### src/rtl/regfile_access_ctrl.sv
// Operand-fetch / writeback sequencer between decode and the 8x8 register file + ALU.
// Optional R0_HARDWIRED_EN: r0 reads as zero and writes to r0 are dropped (still retired).
module regfile_access_ctrl #(
   parameter int DATA_W  = 8,
   parameter int ADDR_W  = 3,
   parameter int OPC_W   = 4,
   parameter int TIMEOUT = 16
) (
   input  logic              clk,
   input  logic              rst,
   input  logic              instr_valid,
   output logic              instr_ready,
   input  logic [OPC_W-1:0]  instr_op,
   input  logic [ADDR_W-1:0] instr_rd,
   input  logic [ADDR_W-1:0] instr_rs1,
   input  logic [ADDR_W-1:0] instr_rs2,
   input  logic [DATA_W-1:0] instr_imm,
   input  logic              instr_is_imm,
   input  logic              instr_no_wb,
   output logic [ADDR_W-1:0] rf_rd_addr1,
   output logic [ADDR_W-1:0] rf_rd_addr2,
   input  logic [DATA_W-1:0] rf_rd_data1,
   input  logic [DATA_W-1:0] rf_rd_data2,
   output logic              rf_we,
   output logic [ADDR_W-1:0] rf_wr_addr,
   output logic [DATA_W-1:0] rf_wr_data_imm,
   output logic              rf_wr_sel,
   output logic              alu_start,
   output logic [OPC_W-1:0]  alu_op,
   output logic [DATA_W-1:0] alu_a,
   output logic [DATA_W-1:0] alu_b,
   input  logic              alu_done,
   output logic [7:0]        retire_cnt,
   output logic              err_timeout
);

   localparam int CNT_W = (TIMEOUT > 2) ? $clog2(TIMEOUT) : 1;

   typedef enum logic [1:0] {IDLE, FETCH, EXEC, WB} state_t;

   state_t             state_q, state_d;
   logic [OPC_W-1:0]   op_q, op_d;
   logic [ADDR_W-1:0]  rd_q, rd_d;
   logic [ADDR_W-1:0]  addr1_q, addr1_d;
   logic [ADDR_W-1:0]  addr2_q, addr2_d;
   logic [DATA_W-1:0]  imm_q, imm_d;
   logic               is_imm_q, is_imm_d;
   logic               no_wb_q, no_wb_d;
   logic [DATA_W-1:0]  a_q, a_d;
   logic [DATA_W-1:0]  b_q, b_d;
   logic [CNT_W-1:0]   cnt_q, cnt_d;
   logic [7:0]         retire_q, retire_d;
   logic               err_q, err_d;
   logic               wr_allow;

`ifdef R0_HARDWIRED_EN
   assign wr_allow = (rd_q != '0);
`else
   assign wr_allow = 1'b1;
`endif

   always_comb begin
      state_d     = state_q;
      op_d        = op_q;
      rd_d        = rd_q;
      addr1_d     = addr1_q;
      addr2_d     = addr2_q;
      imm_d       = imm_q;
      is_imm_d    = is_imm_q;
      no_wb_d     = no_wb_q;
      a_d         = a_q;
      b_d         = b_q;
      cnt_d       = cnt_q;
      retire_d    = retire_q;
      err_d       = err_q;
      instr_ready = 1'b0;
      alu_start   = 1'b0;
      case (state_q)
         IDLE: begin
            instr_ready = 1'b1;
            if (instr_valid) begin
               op_d     = instr_op;
               rd_d     = instr_rd;
               imm_d    = instr_imm;
               is_imm_d = instr_is_imm;
               no_wb_d  = instr_no_wb;
               // Read addresses only move for instructions that fetch, so they hold otherwise.
               if (!instr_is_imm) begin
                  addr1_d = instr_rs1;
                  addr2_d = instr_rs2;
               end
               state_d = instr_is_imm ? WB : FETCH;
            end
         end
         FETCH: begin
            a_d   = rf_rd_data1;
            b_d   = rf_rd_data2;
`ifdef R0_HARDWIRED_EN
            if (addr1_q == '0) a_d = '0;
            if (addr2_q == '0) b_d = '0;
`endif
            cnt_d   = '0;
            state_d = EXEC;
         end
         EXEC: begin
            alu_start = (cnt_q == '0);
            // A done level still held from the previous op is ignored in the launch cycle.
            if ((cnt_q != '0) && alu_done) begin
               if (no_wb_q) begin
                  state_d  = IDLE;
                  retire_d = retire_q + 8'd1;
               end else begin
                  state_d = WB;
               end
            end else if (cnt_q == CNT_W'(TIMEOUT - 1)) begin
               state_d = IDLE;
               err_d   = 1'b1;
            end else begin
               cnt_d = cnt_q + 1'b1;
            end
         end
         WB: begin
            state_d  = IDLE;
            retire_d = retire_q + 8'd1;
         end
         default: state_d = IDLE;
      endcase
   end

   always_ff @(posedge clk) begin
      if (rst) begin
         state_q  <= IDLE;
         op_q     <= '0;
         rd_q     <= '0;
         addr1_q  <= '0;
         addr2_q  <= '0;
         imm_q    <= '0;
         is_imm_q <= 1'b0;
         no_wb_q  <= 1'b0;
         a_q      <= '0;
         b_q      <= '0;
         cnt_q    <= '0;
         retire_q <= '0;
         err_q    <= 1'b0;
      end else begin
         state_q  <= state_d;
         op_q     <= op_d;
         rd_q     <= rd_d;
         addr1_q  <= addr1_d;
         addr2_q  <= addr2_d;
         imm_q    <= imm_d;
         is_imm_q <= is_imm_d;
         no_wb_q  <= no_wb_d;
         a_q      <= a_d;
         b_q      <= b_d;
         cnt_q    <= cnt_d;
         retire_q <= retire_d;
         err_q    <= err_d;
      end
   end

   // Reset asserted during WB must suppress the write at that same edge.
   assign rf_we          = (state_q == WB) & ~rst & wr_allow;
   assign rf_wr_addr     = rd_q;
   assign rf_wr_sel      = is_imm_q;
   assign rf_wr_data_imm = imm_q;
   assign rf_rd_addr1    = addr1_q;
   assign rf_rd_addr2    = addr2_q;
   assign alu_op         = op_q;
   assign alu_a          = a_q;
   assign alu_b          = b_q;
   assign retire_cnt     = retire_q;
   assign err_timeout    = err_q;

endmodule
### config.mk
export PLATFORM = sky130hd
export DESIGN_NAME = regfile_access_ctrl
export DESIGN_NICKNAME = d
export VERILOG_FILES = /design/src/rtl/regfile_access_ctrl.sv
export SDC_FILE = /design/constraint.sdc
export NUM_CORES = 1
export LEC_CHECK = 0
export CAP_MARGIN = 40
export CORE_MARGIN = 2
export CORE_UTILIZATION = 42
export DETAILED_ROUTE_END_ITERATION = 10
export HOLD_SLACK_MARGIN = 0.1
export PLACE_DENSITY = 0.81
export SLEW_MARGIN = 30
export SYNTH_ARGS = -nofsm -noshare
export SYNTH_HDL_FRONTEND = slang
export SYNTH_SLANG_ARGS = --single-unit
### constraint.sdc
create_clock -name clk -period 2.4 [get_ports clk]
set_input_delay 0.6 -clock clk [delete_from_list [all_inputs] [get_ports clk]]
set_output_delay 0.6 -clock clk [all_outputs]
set_load 0.1 [all_outputs]
==> results.yml <==
status:
  outcome: "complete, no violations"
layout:
  diodes: 0
  nets: 408
  final_cell_count_no_fill: 432
  nFillCells: 486
  drive_gt1_frac: 0.210
  syn_to_final_growth_pct: 43.2
yosys:
  synth_nets: 323
  synth_area_leaders: "dfxtp_1 49%, nand2_1 14%, a21oi_1 10%"
  yosysSeqAreaShare: 0.486
  ys_warn_count: 0
  synthesis.area_sq_um: 2220
  synth.top_cell.area_share: 0.486
  ys_ff_latch: 54
  yosys.area.top_type: "dfxtp_1"
  syn_avg_cell_area_sq_um: 8.03
  yosysUniqueCellTypes: 38
  synth_cells: 277
grt:
  grt.overflow.total: 0
  grt.total_usage: 0.188
  grt_pass1_wl_mm: 9.12
  antenna_found_initial: 0
  grt_pass1_vias: 1947
  grt_max_degree: 25
worst_setup_path:
  crit_type: "register to output port"
  worstPathCellList: "inv_1 > ha_1 > or3b_4 > nor2_2 > buf_12"
  critPathMaxFanout: 7
  slowest_stage: "or3b_4"
  critPathMaxStageDelay_ps: 410
  crit_buf_inv: 2
  critPathLaunchType: "register"
  cp-end-kind: "output port"
  crit_family: "simple AND/OR/NAND/NOR gates"
  cp.required_ps: 1800
  arrival_ps: 1690
clock_tree:
  clock_latency_ps: 300
  cts_setup_buffers: 0
  cts-resized-gates: 0
  numCtsBuffers: 5
  cts_root_buf: "clkbuf_8"
  cts_tree: "built"
  clock-sinks: 54
  hold_buffers: 0
  clk_pin_slew_ps: 90
  htree_levels: 2
  cts_buffer_depth: 2
timing:
  max_freq_ghz: 0.437
  maxSlewViolCount: 0
  worst_pin_slew_ps: 625
  setup_viol: 0
  fin_tns_setup_ps: 0
  fin_crit_ps: 2290
  hold_viol: 0
  finalClockSkew_ps: 7.50
  max_slew_margin: 0.584
  whs_ps: 457
  grt_setup_unrepaired: "no"
  fin_crit_sh: 0.953
detailed_routing:
  firstDrtPassIters: 4
  post_drt_wl_per_cell_microns: 12.8
  antenna_left: 0
  totalWireLength_mm: 5.55
  dr_total_vias: 2136
  drcViolationCount: 0
  drt-vias-per-instance: 4.94
  drt-initial-drc-count: 71
pwr:
  ir_drop_mv: 0.303
  power.density_nw_per_um2: 665
  power.leakage_uw: 0.00122
place:
  gp_congestion: 0.764
  dp_hpwl_mm: 3.97
  dp_cells: 425
  io_buffer_count: 92
floorplanning:
  initial_core_util: 0.435
  design.core.area_sq_um: 5110
  die_w_microns: 76.8
  pin_count: 93
  rows: 26
  dieArea_sq_um: 5890
  die_h_microns: 76.8
min_path:
  hp-class: "register to register"
run:
  maxCapViolations: 0
## sequential cells by signal, indices dropped and copies added (netlist names)
signal          cells
alu_a               8
alu_b               8
alu_op              4
cnt_q               4
err_timeout         1
no_wb_q             1
retire_cnt          8
rf_rd_addr1         3
rf_rd_addr2         3
rf_wr_addr          3
rf_wr_data_imm      8
rf_wr_sel           1
state_q             2
## through the flow
stage	util	area, sq um	total power, uW	worst slack [ps]
floorplan	-	2230	1470	50.0
global placement	0.606	3100	1650	248
detailed placement	0.607	3100	1660	173
CTS	0.623	3180	2140	112
global route	0.623	3180	2210	34.2
finish	0.623	3180	2120	114
## layout by cell type (no fill, tap or decap), types with 2 or more instances in the layout
cell type / Yosys / routed
clkbuf_8: 0 / 5
buf_12: 0 / 3
nor2b_2: 0 / 2
nand4_1: 3 / 3
nor2_2: 1 / 3
buf_4: 2 / 53
clkdlybuf4s50_1: 0 / 41
clkinvlp_4: 0 / 2
inv_1: 3 / 3
nor2_1: 6 / 4
nand2_1: 81 / 81
or2_2: 3 / 3
ha_1: 3 / 3
nand2b_1: 6 / 6
o21ai_0: 13 / 13
or3_1: 7 / 7
a31oi_1: 4 / 4
and2_1: 2 / 2
a21oi_1: 45 / 45
nand3_1: 3 / 3
a2111oi_0: 2 / 2
dfxtp_1: 54 / 54
nor2b_1: 5 / 3
## cell families (layout without fill, tap and decap cells)
| logic type | count (synthesis) | in the layout | synth area share |
|---|---|---|---|
| buffers and inverters | 23 | 108 | 0.0478 |
| adder cells (fa/ha/maj) | 3 | 3 | 0.0169 |
| AO/OA/AOI/OAI | 72 | 72 | 0.187 |
| multiplexers | 2 | 2 | 0.00957 |
| flip-flops | 54 | 54 | 0.486 |
| AND/OR/NAND/NOR | 123 | 123 | 0.253 |
## where the power goes
group	total [uW]	switching [uW]	leakage, uW	internal (uW)
Sequential	977	35.2	0.000440	942
Combinational	657	467	0.000741	190
Clock	482	283	0.0000362	200
## cell type report
class | instances | area [sq um] | share of cell area
Inverter | 3 | 11.3 | 0.00354
Multi-Input combinational cell | 200 | 1050 | 0.329
Clock buffer | 5 | 68.8 | 0.0216
Sequential cell | 54 | 1080 | 0.340
Timing Repair Buffer | 98 | 873 | 0.274
Clock inverter | 2 | 15.0 | 0.00472
Tap cell | 70 | 87.6 | 0.0275
## cells in the mapped netlist (all sizes together)
cell type and number:
o22ai 1, nor2 7, a2111oi 2, and2 2, mux2 1, nand3 3, nand4b 1, nand2 81
ha 3, and3b 1, nand4 3, o31ai 1, nor4 1, dfxtp 54, mux2i 1, a21o 1
or3b 2, a221oi 1, buf 8, nor2b 5, a22oi 1, or4 1, or3 7, o21ai 14
a21oi 45, a31oi 5, a41oi 1, clkbuf 12, inv 3, nand2b 6, or2 3
## routing by layer
metal,global-route usage,up-vias,share of wire
met5,0,-,0
met4,0.0473,0,0.0094
met3,0.0459,4,0.038
met2,0.324,48,0.50
met1,0.236,981,0.45
li1,-,1103,-
## worst min-delay path, cell delays in order, from the launching register on
cell,delay [ps]
dfxtp_1,320
nand2_1,50
a21oi_1,50
## final timing paths
kind	from	endpoint	slack (ps)	cells past startpoint
setup / recovery	cnt_q[0]	alu_start	110	5
hold / removal	alu_op[2]	alu_op[2]	460	2
setup reg to reg	cnt_q[0]	retire_cnt[0]	420	6
hold reg to reg	alu_op[2]	alu_op[2]	460	2
(Power assumes the default switching activity.)
